**config.mk**
```make
export PLATFORM = sky130hd
export DESIGN_NAME = program_rom_sequencer
export DESIGN_NICKNAME = d
export VERILOG_FILES = /design/src/rtl/tiny_pkg.sv /design/src/rtl/prog_mem.sv /design/src/rtl/program_rom_sequencer.sv
export SDC_FILE = /design/constraint.sdc
export NUM_CORES = 1
export LEC_CHECK = 0
export CORE_MARGIN = 5
export CORE_UTILIZATION = 54
export CTS_CLUSTER_DIAMETER = 60
export CTS_CLUSTER_SIZE = 30
export DETAILED_ROUTE_END_ITERATION = 10
export PLACE_DENSITY_LB_ADDON = 0.05
export REMOVE_ABC_BUFFERS = 1
export SYNTH_ARGS = -nofsm -noshare
export SYNTH_HDL_FRONTEND = slang
export SYNTH_HIERARCHICAL = 1
export SYNTH_SLANG_ARGS = --single-unit
```
**constraint.sdc**
```tcl
create_clock -name clk -period 2.1 [get_ports clk]
set_input_delay 0.315 -clock clk [delete_from_list [all_inputs] [get_ports clk]]
set_output_delay 0.315 -clock clk [all_outputs]
set_load 0.05 [all_outputs]
```
**src/rtl/tiny_pkg.sv**
```systemverilog
// Shared definitions for the tiny processor and its program ROM sequencer:
// address/data widths, special opcodes, major-opcode nibbles used by the
// processor decoder, and the sequencer state encoding.
package tiny_pkg;

  localparam int ADDR_W = 4;
  localparam int DATA_W = 8;
  localparam int DEPTH  = 1 << ADDR_W;

  localparam logic [DATA_W-1:0] NOP_OPCODE = 8'h00;
  localparam logic [DATA_W-1:0] HLT_OPCODE = 8'hFF;

  // Major-opcode nibbles (opcode[7:4]) decoded by the processor.
  localparam logic [3:0] OP_NOP = 4'h0;
  localparam logic [3:0] OP_LDA = 4'h1;
  localparam logic [3:0] OP_ADD = 4'h2;
  localparam logic [3:0] OP_SUB = 4'h3;
  localparam logic [3:0] OP_STA = 4'h4;
  localparam logic [3:0] OP_LDI = 4'h5;
  localparam logic [3:0] OP_JMP = 4'h6;
  localparam logic [3:0] OP_OUT = 4'hE;
  localparam logic [3:0] OP_HLT = 4'hF;

  localparam logic [15:0] FETCH_COUNT_MAX = 16'hFFFF;

  typedef enum logic [1:0] {
    IDLE = 2'd0,
    LOAD = 2'd1,
    RUN  = 2'd2,
    HALT = 2'd3
  } seq_state_t;

endpackage

```
**src/rtl/prog_mem.sv**
```systemverilog
// Program store: DEPTH x DATA_W words, asynchronously reset to NOP_OPCODE,
// one synchronous write port and one combinational read port.
// Ports:
//   clk, reset_n      clock / async active-low reset
//   we, waddr, wdata  write port (sampled on rising clk)
//   raddr, rdata      combinational read port
module prog_mem
  import tiny_pkg::*;
(
  input  logic              clk,
  input  logic              reset_n,
  input  logic              we,
  input  logic [ADDR_W-1:0] waddr,
  input  logic [DATA_W-1:0] wdata,
  input  logic [ADDR_W-1:0] raddr,
  output logic [DATA_W-1:0] rdata
);

  logic [DATA_W-1:0] mem [DEPTH];

  // NOTE: every word is reset so a fresh program never executes stale code;
  // this forces flops rather than a RAM macro, which is fine at 16 words.
  // State is updated with non-blocking assignments only.
  always_ff @(posedge clk or negedge reset_n) begin
    if (!reset_n) begin
      for (int i = 0; i < DEPTH; i++) mem[i] <= NOP_OPCODE;
    end else if (we) begin
      mem[waddr] <= wdata;
    end
  end

  assign rdata = mem[raddr];

endmodule

```
**src/rtl/program_rom_sequencer.sv**
```systemverilog
// Instruction-supply end of the processor fetch interface. Loads a program
// over a valid/ready handshake, holds the processor in reset while loading,
// serves opcodes with zero-cycle latency while running, and stops on HLT.
// Ports:
//   clk, reset_n                       clock / async active-low reset
//   load_start                         pulse: (re)start a load at address 0
//   load_valid, load_data, load_last   load beat; load_ready accepts it
//   program_counter                    fetch address from the processor
//   opcode                             instruction presented to the processor
//   cpu_reset                          active-high processor reset
//   halted                             HLT reached
//   fetch_count                        saturating count of RUN cycles
module program_rom_sequencer
  import tiny_pkg::*;
(
  input  logic              clk,
  input  logic              reset_n,
  input  logic              load_start,
  input  logic              load_valid,
  input  logic [DATA_W-1:0] load_data,
  input  logic              load_last,
  output logic              load_ready,
  input  logic [ADDR_W-1:0] program_counter,
  output logic [DATA_W-1:0] opcode,
  output logic              cpu_reset,
  output logic              halted,
  output logic [15:0]       fetch_count
);

  seq_state_t        state;
  logic [ADDR_W-1:0] waddr;
  logic [15:0]       fetch_count_q;
  logic [DATA_W-1:0] mem_rdata;
  logic              beat;

  // load_start wins over a beat presented in the same cycle.
  assign beat = (state == LOAD) && load_valid && !load_start;

  prog_mem u_prog_mem (
    .clk     (clk),
    .reset_n (reset_n),
    .we      (beat),
    .waddr   (waddr),
    .wdata   (load_data),
    .raddr   (program_counter),
    .rdata   (mem_rdata)
  );

  // Status outputs decode the registered state, so they are glitch-free.
  assign load_ready  = (state == LOAD);
  assign cpu_reset   = (state == IDLE) || (state == LOAD);
  assign halted      = (state == HALT);
  assign fetch_count = fetch_count_q;

  // NOTE: default first so no path through the case leaves opcode unassigned
  // (which would infer a latch).
  always_comb begin
    opcode = NOP_OPCODE;
    case (state)
      RUN:     opcode = mem_rdata;
      HALT:    opcode = HLT_OPCODE;
      default: opcode = NOP_OPCODE;
    endcase
  end

  always_ff @(posedge clk or negedge reset_n) begin
    if (!reset_n) begin
      state         <= IDLE;
      waddr         <= '0;
      fetch_count_q <= '0;
    end else begin
      case (state)
        IDLE: begin
          if (load_start) begin
            state         <= LOAD;
            waddr         <= '0;
            fetch_count_q <= '0;
          end
        end
        LOAD: begin
          if (load_start) begin
            waddr <= '0;
          end else if (load_valid) begin
            waddr <= waddr + 1'b1;
            if (load_last || waddr == ADDR_W'(DEPTH - 1)) state <= RUN;
          end
        end
        RUN: begin
          // Every RUN cycle counts, including the one that leaves RUN.
          if (fetch_count_q != FETCH_COUNT_MAX)
            fetch_count_q <= fetch_count_q + 16'd1;
          // An abort keeps the count: it only clears from IDLE or HALT.
          if (load_start) begin
            state <= LOAD;
            waddr <= '0;
          end else if (opcode == HLT_OPCODE) begin
            state <= HALT;
          end
        end
        HALT: begin
          if (load_start) begin
            state         <= LOAD;
            waddr         <= '0;
            fetch_count_q <= '0;
          end
        end
        default: state <= IDLE;
      endcase
    end
  end

endmodule

```
==> Yosys cells after proc, flatten, opt, wreduce, memory -nomap -nowiden <==
Index checks and enable logic that the tools add are counted.
Widths: inputs -> output; s select.
{ "totals": {"reg_bits": 150} }
{ "op_classes": {"order_cmp": 3, "muxes": 21, "reduce_logical": 13, "addsub": 2, "n_bitwise": 2, "n_eq_ne": 14} }
{ "op_table": {"columns": ["op", "count"], "rows": [
  ["$bwmux 128", 1],
  ["$bmux 8 s4", 1],
  ["$demux 8 s4", 1],
  ["$mux 16", 2],
  ["$pmux 16 s2", 1],
  ["$mux 8", 3],
  ["$add 16x1->16 const B", 1],
  ["$ne 16x16->1 const B", 1],
  ["$pmux 8 s2", 1],
  ["$mux 2", 6],
  ["$mux 4", 3],
  ["$ge 5x5->1 const B", 2],
  ["$not 4->5", 2],
  ["$eq 8x8->1 const B", 1],
  ["$pmux 4 s2", 1],
  ["$ne 2x1->1 const B", 3],
  ["$ne 2x2->1 const B", 3],
  ["$ne 3x3->1 const B", 2],
  ["$pmux 2 s3", 1],
  ["$lt 5x1->1 const B", 1],
  ["$reduce_and 5->1", 1],
  ["$add 4x1->4 const B", 1],
  ["$eq 2x2->1 const B", 2],
  ["$eq 4x4->1 const B", 1],
  ["other kinds (10)", 13]
]} }

==> Depth between registers and ports, before layout <==
{ "depth": {"word_depth": 9, "mapped_depth": 10} }

==> Cells and area by module <==
Netlist, hierarchy kept.
{ "by_module_without_submodules": {"columns": ["module", "seq_area_each_um2", "cells_each", "area_each_um2", "n_inst"], "rows": [
  ["prog_mem", 3203.1, 365, 5915.7, 1],
  ["program_rom_sequencer", 550.5, 165, 1440.1, 1]
]} }

==> Least setup slack after synthesis <==
OpenSTA, ideal clock, no wires.
{ "synth_timing": {"path_type": "reg-to-reg", "from": "reg state[1]", "to": "reg u_prog_mem/mem[115] in the netlist's numbering", "required_time_ns": 1.975, "arrival_ns": 2.623, "stages_incl_launch_ff": 8, "n_path_buf": 0, "period_less_slack_ns": 2.748, "setup_ns": 0.125, "slack_ns": -0.648, "cell_sequence": "dfrtp_1 -> inv_1 -> ha_1 -> nand2_1 -> nor2_1 -> nand2_1 -> nor4_4 -> mux2_2"} }
{ "synth_between": {"elab_chain_len": 3} }
{ "synth_rtl": {"columns": ["item", "line", "text"], "rows": [
  ["start, declared", "program_rom_sequencer.sv:30", "seq_state_t state;"],
  ["start signal, assigned", "program_rom_sequencer.sv:68", "state <= IDLE;"],
  ["start signal, assigned", "program_rom_sequencer.sv:75", "state <= LOAD;"],
  ["start signal, assigned", "program_rom_sequencer.sv:85", "if (load_last || waddr == ADDR_W'(DEPTH - 1)) state <= RUN;"],
  ["$eq 2x1->1", null, null],
  ["named net load_ready", "program_rom_sequencer.sv:22", "output logic load_ready,"],
  ["$logic_and 1x1->1 (2 in series)", "program_rom_sequencer.sv:37", "assign beat = (state == LOAD) && load_valid && !load_start;"],
  ["named net beat", "program_rom_sequencer.sv:34", "logic beat;"],
  ["end signal, assigned by index", "prog_mem.sv:28", "mem[waddr] <= wdata;"],
  ["end, declared", "prog_mem.sv:19", "logic [DATA_W-1:0] mem [DEPTH];"]
]} }
The timed path passes the listed nets, and every way through them passes these cells.
A chain may end at the register's enable or synchronous reset.

==> Final worst setup path <==
{ "layout_timing": {"from": "reg u_prog_mem/mem[54] in the netlist's numbering", "to": "out opcode[6]"} }
{ "layout_between": {"elab_chain_len": 4} }
{ "layout_rtl": {"columns": ["item", "line", "text"], "rows": [
  ["$bmux 8 s4", "prog_mem.sv:32", "assign rdata = mem[raddr];"],
  ["$mux 8 (not written as such) (2 in series)", "prog_mem.sv:32", null],
  ["named net mem_rdata[6]", "program_rom_sequencer.sv:33", "logic [DATA_W-1:0] mem_rdata;"],
  ["$pmux 8 s2", "program_rom_sequencer.sv:59", "case (state)"],
  ["end, declared", "program_rom_sequencer.sv:24", "output logic [DATA_W-1:0] opcode,"]
]} }
The timed path passes the listed nets, and every way through them passes these cells. The select of a mux whose other input is x is not followed.

==> metrics.md <==
| Metric | Value |
|---|---|
| GP Congestion | 0.848 |
| Worst slew pin tran | 638 ps |
| Share of synthesized flip-flops with an asynchronous set or reset | 1.00 |
| Inserted Diodes | 0 |
| Outcome | finished with violations |
| Post-synthesis mux area share | 0.303 |
| Synth Area per Inst | 13.9 um^2 |
| Port bufs | 43 |
| Root Buffer | clkbuf_16 |
| Tmin final | 2420 ps |
| PD cells | 967 mW/mm^2 |
| Cell area after synthesis | 0.00736 mm^2 |
| Clk pin slew, worst setup/hold paths | 60 ps |
| Final WL | 18,100 um |
| Post-Synth Simple-Gate Area | 0.0878 |
| Yosys reg bits | 150 |
| Initial core utilization | 0.553 |
| Fill count | 935 |
| Yosys warns | 6 |
| Io pins | 44 |
| Inst Count DP | 784 |
| Place WS | -717 ps |
| Synth Area in Adders | 0.0136 |
| First-pass detailed-route iteration total | 5 |
| Total CTS buffers | 17 |
| Hold crit path type | primary input to asynchronous set/reset pin |
| Setup ws final | -319 ps |
| Area delta synth->final | 28.7% |
| Relative slew margins | 0.573 |
| Clk_skew | 9.58 ps |
| DRT iter0 DRCs | 241 |
| Worst-Skew Late Latency | 420 ps |
| Global route total overflow | 0 |
| Fmax | 413 MHz |
| P_leak | 4.40 nW |
| Required time of the critical path | 1780 ps |
| Reg2reg path depth | 10 |
| Crit Path Category | register to primary output |
| Via density | 5.91 |
| Failing checks | negative setup slack |
| Proportion of layout cells with a drive suffix above 1 | 0.524 |
| Worst setup EP type | primary output |
| Chip width | 127 um |
| Setup Total Neg Slack | -2230 ps |
| Number of routed nets with antenna violations | 0 |
| Synth unique cells | 54 |
| Maximum Capacitance Violations | 0 |
| Largest net degree at the start of global routing | 54 |
| Dpl cell area | 0.00848 mm^2 |
| Compound-Gate Fraction of Synth Area | 0.0583 |
| Worst Setup Start Kind | register |
| Seq/Total Area, Yosys | 0.510 |
| Number of flops mapped to enable cells by yosys | 0 |
| Main combinational cell family by area after synthesis | multiplexers |
| Register area | 0.00375 mm^2 |
| CTS H-tree depth | 4 |
| Area of the multi-input gates | 0.00361 mm^2 |
| CP max FO | 2 |
| Die height | 127 um |
| Hold Fails Final Rpt | 0 |
| Hpwl dp | 11,900 um |
| Final #Nets | 669 |
| Area contributors post-synth | dfrtp_1, mux2_2, mux4_2 |
| Clock Path Buffers | 2 |
| Top FF cell, synth | dfrtp_1 |
| Reg2reg setup slack | -90 ps |
| Mapped Cells | 530 |
| Final Cell Area | 0.00947 mm^2 |
| Final setup fails | 10 |
| CTS tree | done |
| Max-slew violation count | 0 |
| VDD IR-drop max | 554 uV |
| Core ar. | 0.0133 mm^2 |
| WL per Instance | 21.7 um |
| Finished Layout Cells | 833 |
| Post-synth top area share | 0.510 |
| Clock Sinks | 150 |
| First-pass GRT wire length | 28,900 um |
| Vias in the first global route | 5,225 |
| Initial antenna violation count | 0 |
| Unrepaired setup endpoints after global routing | yes |
| Die area | 0.0161 mm^2 |
| Post-Synth XOR/XNOR Area | 0.00238 |
| All-Layer GR Usage | 0.234 |
| Critical Path AT | 2100 ps |
| Via count | 4,925 |
| Util after Layout | 0.712 |
| Yosys top cell by area | dfrtp_1 |
| # DRC | 0 |
| FP Rows | 42 |
| Fin crit share | 1.15 |
## where the power goes
group,internal [mW],switching [mW]
registers,3.16,0.169
logic,1.28,1.57
clock network,1.83,1.14
total,6.27,2.89
## worst paths after layout
path | end | from
setup reg to reg | state[0]$_DFFE_PN0P_ | u_prog_mem/mem[54]$_DFFE_PN0P_
hold / removal | waddr[0]$_DFFE_PN0P_ | reset_n
min in group clk | u_prog_mem/mem[8]$_DFFE_PN0P_ | u_prog_mem/mem[8]$_DFFE_PN0P_
hold reg to reg | u_prog_mem/mem[8]$_DFFE_PN0P_ | u_prog_mem/mem[8]$_DFFE_PN0P_
setup / recovery | opcode[6] | u_prog_mem/mem[54]$_DFFE_PN0P_
max in group asynchronous | u_prog_mem/mem[21]$_DFFE_PN0P_ | reset_n
## cell usage in the layout, fill, tap and decap left out, types with 3 or more instances in the layout
master	instances
dfrtp_1	150
mux2_2	120
buf_4	59
mux4_2	32
clkdlybuf4s50_1	26
buf_6	20
nand2_1	18
nor2_1	17
clkbuf_16	17
a22oi_2	16
buf_12	14
nand3_1	9
a21oi_1	9
mux2_4	8
nor2_2	7
nand2_2	7
ha_1	7
clkinv_2	7
a21o_1	6
o21ai_1	6
nor2b_1	5
or3_1	5
o22a_1	5
nand2b_4	4
nand4_1	4
nor3_1	4
mux2i_1	4
nor3_4	4
inv_1	3
o21ai_0	3
nand2b_1	3
a31oi_1	3
clkbuf_8	3
## cell usage after synthesis (all sizes together), types with 3 or more instances
cell type,count
nand4,4
nand2b,7
and2,3
nor4,3
o21ai,9
nor3,10
dfrtp,150
inv,4
nor2b,5
nand2,25
or3,6
a21o,6
mux2,128
nor2,26
mux4,32
buf,15
a22oi,16
mux2i,4
a21oi,10
a31oi,3
ha,8
clkbuf,17
nand3,10
o22a,5
o31ai,3
## sequential cells by signal, summed over array words and instances (netlist names)
| signal | flops |
|---|---|
| u_prog_mem/mem | 128 |
| fetch_count | 16 |
| waddr | 4 |
| state | 2 |
## layer usage
metal | part of all wire | vias up | track usage
li1 | - | 2199 | -
met1 | 0.43 | 2558 | 0.314
met2 | 0.49 | 137 | 0.383
met3 | 0.052 | 31 | 0.0471
met4 | 0.024 | 0 | 0.0845
met5 | 0 | - | 0
## critical path, cell delays in order (launching register included)
cell     delay [ps]
dfrtp_1         390
mux4_2          480
a22oi_2         240
nand2_2         110
buf_6           130
a21o_1          180
buf_6           160
## timing repair
item / in CTS / in global routing
gates resized for setup: 51 / 22
hold buffers: 1 / 0
setup endpoints to repair: 28 / 80
endpoints found under the hold margin: 49 / 0
gates cloned: 1 / 0
pin swaps: 24 / 12
setup buffers: 8 / 7
## kinds of logic after synthesis
| logic type | Yosys count |
|---|---|
| muxes | 164 |
| AOI/OAI and AO/OA | 61 |
| xor gates and xnor gates | 2 |
| adders and majority gates | 8 |
| and+or+nand+nor | 109 |
| buffers and inverters | 36 |
| DFF | 150 |
## layout make-up
class | instances | area share
Timing Repair Buffer | 127 | 0.136
Multi-Input combinational cell | 344 | 0.382
Clock inverter | 10 | 0.0108
Clock buffer | 22 | 0.0501
Sequential cell | 150 | 0.397
Inverter | 4 | 0.00159
Tap cell | 176 | 0.0233
## metrics by stage
step                hold WS [ps]  power (mW)
global placement             311        5.83
global route                 496        9.52
finish                       444        9.15
detailed placement           322        5.90
floorplan                   19.4        4.95
CTS                          455        9.12
No activity file was read; power rests on OpenSTA's default activity.
==> patch: new RTL, same settings <==
Set the package constant `DATA_W` to 10 (it was 8).
--- a/src/rtl/tiny_pkg.sv
+++ b/src/rtl/tiny_pkg.sv
@@ -4,7 +4,7 @@
 package tiny_pkg;
 
   localparam int ADDR_W = 4;
-  localparam int DATA_W = 8;
+  localparam int DATA_W = 10;
   localparam int DEPTH  = 1 << ADDR_W;
 
   localparam logic [DATA_W-1:0] NOP_OPCODE = 8'h00;
Interface: changed (resized load_data and opcode); port bits go from 44 to 48. The function was not compared with the original's and may differ.
==> patch against the unedited design <==
- the flow still finishes with violations (setup timing)
- die area rose by 18%
- non-clock buffer count rose by 21
- register-to-register slack got worse by 110 ps
- wire length rose by 25%
- sequential cell count rose by 32
- combinational power rose by 20%
- area after synthesis rose by 20%
- setup slack got worse by 12 ps
- total power rose by 20%
- sequential power rose by 22%
- cell area rose by 21%
- synthesized cell count rose by 18%
- largest power group unchanged
- highest routed layer unchanged
==> patch: results (changes against the unedited design) <==
\begin{tabular}{lr}
\hline
Metric & Value \\
\hline
\multicolumn{2}{l}{\textbf{Run status}} \\
Result of the run & finished, violations left (unchanged) \\
Violations in the final reports & setup timing (unchanged) \\
\multicolumn{2}{l}{\textbf{Finish}} \\
Share of final-layout standard cells stronger than drive strength 1 & 55.0\% (was 52.4\%) \\
Net count, final & 787 (was 669) \\
Max FFs per register & 160 (was 128) \\
\multicolumn{2}{l}{\textbf{Route}} \\
Detailed-routed wire length on met2 & 11,400 um (was 8910 um) \\
Number of DRC violations after detailed-routing iteration 0 & 414 (was 241) \\
\multicolumn{2}{l}{\textbf{Critical path}} \\
Worst EP arrival & 2120 ps (was 2100 ps) \\
Launching instance or port of the critical path & u\_prog\_mem/mem[130] (was u\_prog\_mem/mem[54]) \\
Register-to-register setup slack & -200 ps (was -90 ps) \\
\multicolumn{2}{l}{\textbf{Global routing}} \\
Overall track demand over capacity in global routing & 25.1\% (was 23.4\%) \\
Number of global-route vias before repair & 6,239 (was 5,225) \\
Largest net degree at the start of global routing & 49 (was 54) \\
\multicolumn{2}{l}{\textbf{Power and ir drop}} \\
Net load switching power & 0.00369 W (was 0.00289 W) \\
Maximum ir drop on the vdd rail & 922 uV (was 554 uV) \\
Switch share & 33.8\% (was 31.5\%) \\
Power dissipated in combinational cells & 0.00344 W (was 0.00286 W) \\
\multicolumn{2}{l}{\textbf{Logic synthesis}} \\
Leading post-synthesis cells by instance count & sky130\_fd\_sc\_hd\_\_dfrtp\_1 (182), sky130\_fd\_sc\_hd\_\_mux2\_2 (160), sky130\_fd\_sc\_hd\_\_mux4\_2 (40), sky130\_fd\_sc\_hd\_\_nand2\_1 (29), sky130\_fd\_sc\_hd\_\_nor2\_1 (23) (was sky130\_fd\_sc\_hd\_\_dfrtp\_1 (150), sky130\_fd\_sc\_hd\_\_mux2\_2 (120), sky130\_fd\_sc\_hd\_\_mux4\_2 (32), sky130\_fd\_sc\_hd\_\_nand2\_1 (25), sky130\_fd\_sc\_hd\_\_nor2\_1 (19)) \\
Compound-Gate Fraction of Synth Area & 4.89\% (was 5.83\%) \\
Multiplexer fraction of the synthesized cell area & 30.7\% (was 30.3\%) \\
\multicolumn{2}{l}{\textbf{Placement}} \\
Port buffer count & 47 (was 43) \\
Placed cell areas & 0.0102 mm2 (was 0.00848 mm2) \\
\multicolumn{2}{l}{\textbf{Clocking}} \\
Number of post-CTS setup repair buffers & 11 (was 8) \\
Quantity of gates resized following cts & 44 (was 51) \\
\multicolumn{2}{l}{\textbf{STA}} \\
Headroom to the max-slew limit & 56.7\% (was 57.3\%) \\
Setup ws final & -331 ps (was -319 ps) \\
Final setup TNS & -2910 ps (was -2230 ps) \\
Final setup vio count & 15 (was 10) \\
\hline
\end{tabular}
==> patch: cell count changes after synthesis, sizes merged, moves of 5 or more <==
cell,delta
nand3,+6
o21ai,+5
a21oi,+5
dfrtp,+32
nand4,+6
mux4,+8
a21o,-5
mux2,+33
nand2,+5
==> patch: per-stage QoR <==
stage          instances  hold slack [ps]
3_3_place_gp         932              285
6_report             989              399
2_1_floorplan        593             19.4
4_1_cts              976              415
3_5_place_dp         932              290
5_1_grt              989              441
==> patch: final cells by class <==
class	instances	area, um2
Clock buffer	17	425
Inverter	5	18.8
Fill cell	1096	4510
Multi-Input combinational cell	406	4350
Timing Repair Buffer	148	1600
Clock inverter	15	209
Sequential cell	182	4550
Tap cell	216	270
==> patch: layer usage <==
metal | global-route usage, % | up-vias
li1 | - | 2621
met1 | 34.7 | 3112
met2 | 41.9 | 144
met3 | 4.27 | 17
met4 | 5.60 | 0
met5 | 0 | -
